===== config.mk =====
export PLATFORM = sky130hd
export DESIGN_NAME = ecpri_ram_arb
export DESIGN_NICKNAME = d
export VERILOG_FILES = /design/src/rtl/ecpri_pkg.sv /design/src/rtl/ecpri_rr_sel.sv /design/src/rtl/ecpri_ram_arb.sv
export SDC_FILE = /design/constraint.sdc
export NUM_CORES = 1
export LEC_CHECK = 0
export ABC_AREA = 1
export CAP_MARGIN = 40
export CORE_ASPECT_RATIO = 0.8
export CORE_MARGIN = 4
export CORE_UTILIZATION = 46
export CTS_CLUSTER_SIZE = 10
export DETAILED_ROUTE_END_ITERATION = 10
export PLACE_DENSITY_LB_ADDON = 0.3
export SYNTH_ARGS = -nofsm -noshare
export SYNTH_HDL_FRONTEND = slang
export SYNTH_HIERARCHICAL = 1
export SYNTH_SLANG_ARGS = --single-unit

===== constraint.sdc =====
create_clock -name clk -period 3.7 [get_ports clk]
set_input_delay 0.74 -clock clk [delete_from_list [all_inputs] [get_ports clk]]
set_output_delay 0.74 -clock clk [all_outputs]
set_load 0.02 [all_outputs]

===== src/rtl/ecpri_pkg.sv =====
// Shared definitions for the eCPRI RAM arbiter: FSM state encoding,
// requester ids and default widths.
package ecpri_pkg;
  localparam int DEF_DATA_WIDTH = 8;
  localparam int DEF_ADDR_WIDTH = 16;

  localparam logic REQ_RX = 1'b0;
  localparam logic REQ_TX = 1'b1;

  typedef enum logic [1:0] {
    ST_IDLE,
    ST_OWN_0,
    ST_OWN_1,
    ST_TURN
  } arb_state_e;
endpackage


===== src/rtl/ecpri_rr_sel.sv =====
// 2-way round-robin pick: a lone requester wins, a tie goes to whoever
// was not served last.
module ecpri_rr_sel
  import ecpri_pkg::*;
(
  input  logic [1:0] req,
  input  logic       last_owner,
  output logic       any,
  output logic       pick
);
  assign any  = |req;
  assign pick = (&req) ? ((last_owner == REQ_RX) ? REQ_TX : REQ_RX) : req[REQ_TX];
endmodule


===== src/rtl/ecpri_ram_arb.sv =====
// Arbitrates the eCPRI rx/tx requesters onto one single-port SRAM port with
// burst limiting, a one-cycle turnaround and tagged two-cycle read returns.
module ecpri_ram_arb
  import ecpri_pkg::*;
#(
  parameter int DATA_WIDTH = DEF_DATA_WIDTH,
  parameter int ADDR_WIDTH = DEF_ADDR_WIDTH,
  parameter int MAX_BURST  = 64
) (
  input  logic                  clk,
  input  logic                  reset,
  input  logic                  req_0,
  input  logic                  req_1,
  input  logic [ADDR_WIDTH-1:0] addr_0,
  input  logic [ADDR_WIDTH-1:0] addr_1,
  input  logic [DATA_WIDTH-1:0] wdata_0,
  input  logic [DATA_WIDTH-1:0] wdata_1,
  input  logic                  we_0,
  input  logic                  we_1,
  output logic                  gnt_0,
  output logic                  gnt_1,
  output logic [DATA_WIDTH-1:0] rdata,
  output logic                  rvalid_0,
  output logic                  rvalid_1,
  output logic [ADDR_WIDTH-1:0] ram_addr,
  output logic [DATA_WIDTH-1:0] ram_wdata,
  output logic                  ram_cs,
  output logic                  ram_we,
  output logic                  ram_oe,
  input  logic [DATA_WIDTH-1:0] ram_rdata
);
  localparam int CW = $clog2(MAX_BURST) + 1;
  localparam logic [CW-1:0] BURST_MAX = CW'(MAX_BURST);
  localparam int STAGES = 1;

  arb_state_e            state;
  logic                  last_owner;
  logic [CW-1:0]         burst_cnt, cnt_nxt;
  logic                  issue_0, issue_1, issue, rd_issue;
  logic                  sel_any, sel_pick;
  logic [ADDR_WIDTH-1:0] addr_q;
  logic [DATA_WIDTH-1:0] wdata_q;
  logic [STAGES:0]       vld_pipe, id_pipe;

  assign issue_0  = gnt_0 & req_0;
  assign issue_1  = gnt_1 & req_1;
  assign issue    = issue_0 | issue_1;
  assign rd_issue = issue & ~ram_we;

  // Count including the current cycle so the owner releases after exactly
  // MAX_BURST issued cycles when the other side is waiting.
  assign cnt_nxt = (issue && burst_cnt != BURST_MAX) ? burst_cnt + 1'b1 : burst_cnt;

  ecpri_rr_sel u_rr_sel (
    .req        ({req_1, req_0}),
    .last_owner (last_owner),
    .any        (sel_any),
    .pick       (sel_pick)
  );

  always_ff @(posedge clk) begin
    if (!reset) begin
      state      <= ST_IDLE;
      gnt_0      <= 1'b0;
      gnt_1      <= 1'b0;
      burst_cnt  <= '0;
      last_owner <= REQ_TX;
    end else begin
      unique case (state)
        ST_IDLE, ST_TURN: begin
          burst_cnt <= '0;
          gnt_0     <= sel_any && (sel_pick == REQ_RX);
          gnt_1     <= sel_any && (sel_pick == REQ_TX);
          if (!sel_any)                 state <= ST_IDLE;
          else if (sel_pick == REQ_TX)  state <= ST_OWN_1;
          else                          state <= ST_OWN_0;
        end
        ST_OWN_0: begin
          burst_cnt <= cnt_nxt;
          if (!req_0 || (req_1 && cnt_nxt == BURST_MAX)) begin
            state      <= ST_TURN;
            gnt_0      <= 1'b0;
            last_owner <= REQ_RX;
          end
        end
        ST_OWN_1: begin
          burst_cnt <= cnt_nxt;
          if (!req_1 || (req_0 && cnt_nxt == BURST_MAX)) begin
            state      <= ST_TURN;
            gnt_1      <= 1'b0;
            last_owner <= REQ_TX;
          end
        end
        default: state <= ST_IDLE;
      endcase
    end
  end

  // Address/data hold their last issued value while the port is idle.
  always_comb begin
    ram_cs    = issue;
    ram_we    = 1'b0;
    ram_addr  = addr_q;
    ram_wdata = wdata_q;
    if (issue) begin
      ram_we    = issue_1 ? we_1    : we_0;
      ram_addr  = issue_1 ? addr_1  : addr_0;
      ram_wdata = issue_1 ? wdata_1 : wdata_0;
    end
  end

  assign ram_oe = ~ram_we;

  always_ff @(posedge clk) begin
    if (!reset) begin
      addr_q  <= '0;
      wdata_q <= '0;
    end else if (issue) begin
      addr_q  <= ram_addr;
      wdata_q <= ram_wdata;
    end
  end

  // Read return pipe: the issuing id rides along so returns land on the
  // right requester even after the grant has moved.
  always_ff @(posedge clk) begin
    if (!reset) begin
      vld_pipe <= '0;
      id_pipe  <= '0;
      rdata    <= '0;
    end else begin
      vld_pipe <= {vld_pipe[STAGES-1:0], rd_issue};
      id_pipe  <= {id_pipe[STAGES-1:0], issue_1};
      if (vld_pipe[STAGES-1]) rdata <= ram_rdata;
    end
  end

  assign rvalid_0 = vld_pipe[STAGES] & (id_pipe[STAGES] == REQ_RX);
  assign rvalid_1 = vld_pipe[STAGES] & (id_pipe[STAGES] == REQ_TX);
endmodule


# Yosys cells after proc, flatten, opt, wreduce, memory -nomap -nowiden
# Index checks and enable logic that the tools add are counted.
dict set report op_classes {
  n_mux 21
  n_addsub 1
  reduce_logical 21
  eq_ne 7
  bitwise_logic 9
}
# op n
set ops {}
lappend ops {{$mux W16} 2}
lappend ops {{$mux W8} 2}
lappend ops {{$pmux W7 S2} 1}
lappend ops {{$mux W2} 4}
lappend ops {{$reduce_and A2 Y1} 4}
lappend ops {{$add A7 B1 Y7 const B} 1}
lappend ops {{$eq A7 B7 Y1 const B} 1}
lappend ops {{$mux W1} 7}
lappend ops {{$mux W7} 1}
lappend ops {{$ne A7 B7 Y1 const B} 1}
lappend ops {{$pmux W1 S2} 3}
lappend ops {{$pmux W2 S3} 1}
lappend ops {{$reduce_bool A2 Y1} 3}
lappend ops {{$reduce_or A2 Y1} 3}
lappend ops {{$and A1 B1 Y1} 5}
lappend ops {{$logic_and A1 B1 Y1} 5}
lappend ops {{$eq A2 B2 Y1 const B} 2}
lappend ops {{$ne A2 B2 Y1 const B} 2}
lappend ops {{$not A1 Y1} 3}
lappend ops {{$reduce_and A3 Y1} 1}
lappend ops {{$eq A2 B1 Y1 const B} 1}
lappend ops {{$logic_not A1 Y1} 2}
lappend ops {{$logic_not A2 Y1} 1}
lappend ops {{$logic_or A1 B1 Y1} 2}
lappend ops {{$or A1 B1 Y1} 1}
dict set report word_totals {
  regBits 48
  inputBits 62
  elab_cells 69
}

# Depth between registers and ports, before layout
dict set report depth {
  depth_word 9
  mapped_depth 17
}

# Hierarchy
# Netlist, hierarchy kept.
# mod seq_area_each_um2 n_inst area_each_um2 cells_each
set modules_own_cells {}
lappend modules_own_cells {ecpri_ram_arb 960.9 1 2331.0 344}
lappend modules_own_cells {ecpri_rr_sel 0.0 1 15.0 3}

# Worst setup path before layout
# No wires, ideal clock.
dict set report synth_path {
  path_type {in2out}
  startpoint {input req_0}
  endpoint {output ram_we}
  path_stages 6
  required_time_ps 2960
  t_arrival_ps 1964
  slack_ps 996
  path_cell_list {nand2_2 > nand2_4 > buf_8 > clkbuf_1 > nand2_1 > inv_1}
}
dict set report synth_between {
  elab_chain_len 3
}
# item line
set synth_lines {}
lappend synth_lines {{start, declared} ecpri_ram_arb.sv:12} ;# input logic req_0,
lappend synth_lines {{$and A1 B1 Y1} ecpri_ram_arb.sv:45} ;# assign issue_0 = gnt_0 & req_0;
lappend synth_lines {{$or A1 B1 Y1} ecpri_ram_arb.sv:47} ;# assign issue = issue_0 | issue_1;
lappend synth_lines {{net ram_cs} ecpri_ram_arb.sv:27} ;# output logic ram_cs,
lappend synth_lines {{$mux W1} ecpri_ram_arb.sv:105} ;# if (issue) begin
lappend synth_lines {{end, declared} ecpri_ram_arb.sv:28} ;# output logic ram_we,
# The timed path passes the listed nets, and every way through them passes these cells.

# Final worst setup path
dict set report layout_path {
  startpoint {input req_1}
  endpoint {output ram_wdata[3]}
}
dict set report layout_between {
  elab_chain_len 3
  elab_cells_between_ends 4
  classes_between {mux (2); bitwise (2)}
}
# item line
set layout_lines {}
lappend layout_lines {{start, declared} ecpri_ram_arb.sv:13} ;# input logic req_1,
lappend layout_lines {{$and A1 B1 Y1 (*)} ecpri_ram_arb.sv:46} ;# assign issue_1 = gnt_1 & req_1;
lappend layout_lines {{$mux W8 / $or A1 B1 Y1 (equally long branches)} {ecpri_ram_arb.sv:108, ecpri_ram_arb.sv:47}}
lappend layout_lines {{$mux W8 (*)} ecpri_ram_arb.sv:105}
lappend layout_lines {{end, declared} ecpri_ram_arb.sv:26} ;# output logic [DATA_WIDTH-1:0] ram_wdata,
# Mark *: on every way between the ends. The rest lies on a longest branch, timed or not.

==> impl_results.md <==
* Status: completed
* Rel. slew slack at 72.95%
* Final worst-path cycle share at 93.91%
* CTS clk-pin slew, worst paths at 90 ps
* Final Cell Area at 3488 µm²
* Fin Clk Skew at 3.302 ps
* DRC errors left at 0
* Sequential share of the synthesized area at 40.96%
* P&R area growth vs syn at 48.69%
* Leak at 1.515 nW
* Placed inst area at 3395 µm²
* Fin cells at 505
* Initial antenna violation count at 0
* Fin. Hold Viols at 0
* Syn avg cell area at 6.761 µm²
* Drt initial violations at 92
* Clk_lat worst skew at 290 ps
* Bufs and invs on worst path at 3
* Final ANT Viol Nets at 0
* Die footprint at 6314 µm²
* Yosys reg bits at 48
* Hold wc startpoint: id_pipe[0]
* Number of distinct library cells after synthesis at 23
* Chip Width at 87.85 µm
* Worst slew pin tran at 404.6 ps
* Longest Clk Path Bufs at 2
* Syn. warnings at 6
* Required @ worst endpoint at 2960 ps
* Proportion of layout cells with a drive suffix above 1 at 5.393%
* Total track usage at 21.42%
* Fin nets at 510
* Pin count of the biggest net entering global routing at 37
* GR Overflow Total at 0
* TritonRoute pass-1 iters at 4
* Sw Ratio at 37.87%
* Top layer in use: met4
* Tot Pwr at 0.001896 W
* CTS Root Cell: clkbuf_8
* Postcts setup bufs at 0
* WHS Path Cells at 2
* Critical Path Slowest Stage Cell: clkdlybuf4s50_1
* Worst Hold Slack at 439.1 ps
* Logic gate share of total power at 49.1%
* Syn Inst Count at 347
* Crit path DAT at 2730 ps
* Crit-path most repeated cell: clkdlybuf4s50_1
* Vias at 2576
* Met2 wire len at 3270 µm
* Psw at 0.0007179 W
* Maximum fanout along the worst path at 22
* Final Setup Violations at 0
* Sequential Power Share at 33.9%
* Routability Congestion at 0.8074
* Synthesized area at 2346 µm²
* Clock Sinks at 48
* CP max stage delay at 650 ps
* Per-cell routed wire length at 13.51 µm
* Post-DR vias/cell at 5.101
* CTS Hold Buffers Added at 0
* CTS tree: built
* Hpwl dp at 5119 µm
* Number of global-route vias before repair at 2453
* Min Clock Period, post-route at 3475 ps
* Global-route wire length before repair at 10860 µm
* Worst path top cell family by delay: buffers and inverters
* Hold Crit Class: reg2reg
* Row count at 22
* FMAX at 287.8 MHz
* Setup TNS at 0 ps
* Max Slew Vio Count at 0
* Core area at 4762 µm²
* Die height at 71.88 µm
* Detail Route met3 WL at 641 µm
* Cts repair resizes at 0
* R2r setup slk at 1560 ps
* Max-cap violations at 0
* Cells along the critical path: clkdlybuf4s50_1 > nand2_2 > nand2_4 > buf_4 > nor2_1 > a21oi_1 > clkdlybuf4s50_1
* Internal power at 0.001178 W
* Routed WL at 6825 µm
* Worst R2R End: state[0]
* H-tree levels at 2
* Placed Instances at 497
* Post-Syn Nets at 413
* Setup CP Type: in2out
* Startpoint types: input pin
* WHS Endpoint: id_pipe[1]
* Crit. End Element: output pin
* Routed length on met1 at 2781 µm
* Worst ir drop on vdd at 0.4081 mV
* RSZ-0062 raised after global routing: false
* Pwr dens at 543.5 nW/µm²
* Initial Util at 49.26%
* Clock power frac at 17.0%
* FF-to-FF path depth at 16
* # diodes at 0
* I/O pin count at 101
* Port Buffer Count at 100
* Worst r2r src: burst_cnt[0]
* TritonCTS Buffers at 5
[synthesized netlist by cell type]
cell type	instances	share of area [%]
nor2_1	61	9.8
nand3b_1	2	0.64
nor2_2	1	0.27
nand2_2	5	1.3
or2_2	1	0.27
dfxtp_1	48	41
nand3_1	12	2.6
ha_1	4	2.1
nor3_1	1	0.21
buf_6	2	0.96
nand2_1	74	12
clkbuf_1	12	1.9
o21ai_0	33	7.0
buf_8	1	0.64
and2_1	23	6.1
buf_2	2	0.43
nand4_1	4	1.1
or2_1	1	0.27
a21oi_2	1	0.37
inv_2	1	0.16
a21oi_1	27	5.8
inv_1	30	4.8
nand2_4	1	0.48
[worst max path at each step]
stage,cells after the start,from,slack [ps],to
6_report,7,req_1,230,ram_wdata[3]
5_1_grt,7,req_1,150,ram_addr[0]
4_1_cts,7,req_1,250,ram_wdata[3]
3_5_place_dp,7,req_1,250,ram_wdata[3]
3_3_place_gp,7,req_1,310,ram_wdata[3]
2_1_floorplan,6,req_0,1000,ram_we
[worst reg2reg max path, cell delays in order, from the launching register on]
cell,delay (ps)
dfxtp_1,350
inv_1,80
ha_1,140
nand2_1,40
inv_1,50
nand3_1,290
nand2_1,240
nand2_1,70
nand2_1,90
nand2_1,70
nor2_1,150
nand3_1,110
nand2_2,110
nand2_2,90
nand2_1,80
nand2_1,50
nor2_1,80
[layer usage]
metal  track usage [%]  vias to the layer above
met3             7.241                       13
met5                 0                        -
met2             36.37                      100
met1             25.05                     1178
li1                  -                     1285
met4             7.496                        0
[sequential cells by signal (all words and copies together), names as in the netlist]
signal and cells:
addr_q 16, rdata 8, wdata_q 8, burst_cnt 7, id_pipe 2, state 2
vld_pipe 2, gnt_0 1, gnt_1 1, last_owner 1
[area by class of cell]
cell class / count / area, µm²
Multi-Input combinational cell: 251 / 1176
Sequential cell: 48 / 960.9
Clock buffer: 7 / 86.33
Timing Repair Buffer: 107 / 1066
Fill cell: 396 / 1274
Tap cell: 60 / 75.07
Clock inverter: 1 / 7.507
Inverter: 31 / 116.4
[cell usage in the layout (no fill, tap or decap), types with 5 or more instances in the layout]
cell type / Yosys / layout
clkdlybuf4s50_1: 0 / 100
nand2_1: 74 / 74
nor2_1: 61 / 61
dfxtp_1: 48 / 48
o21ai_0: 33 / 33
inv_1: 30 / 30
a21oi_1: 27 / 27
and2_1: 23 / 23
nand3_1: 12 / 12
clkbuf_8: 0 / 6
buf_4: 0 / 6
nand2_2: 5 / 5
[power by group through the flow]
| stage | combinational [W] | clock (W) | sequential [W] |
|---|---|---|---|
| floorplan | 0.000525 | 0 | 0.000658 |
| global placement | 0.000903 | 0 | 0.000652 |
| detailed placement | 0.000929 | 0 | 0.000654 |
| CTS | 0.000935 | 0.000329 | 0.000644 |
| global route | 0.00101 | 0.000354 | 0.000653 |
| finish | 0.000930 | 0.000322 | 0.000643 |
[logic make-up (layout without fill, tap and decap cells)]
family / count (synthesis) / in the layout / share of synthesized area [%]
simple gates: 186 / 186 / 34.83
compound gates: 61 / 61 / 13.17
flops: 48 / 48 / 40.96
buf+inv: 48 / 146 / 8.906
fa+ha+maj: 4 / 4 / 2.133
[per-stage QoR]
stage          util [%]  worst slack (ps)
2_1_floorplan         -             996.5
3_3_place_gp      71.28             308.6
6_report          73.25             225.5
5_1_grt           73.25             150.0
3_5_place_dp      71.28             253.1
4_1_cts           73.25             248.2
Power figures use the tool's default switching activity.
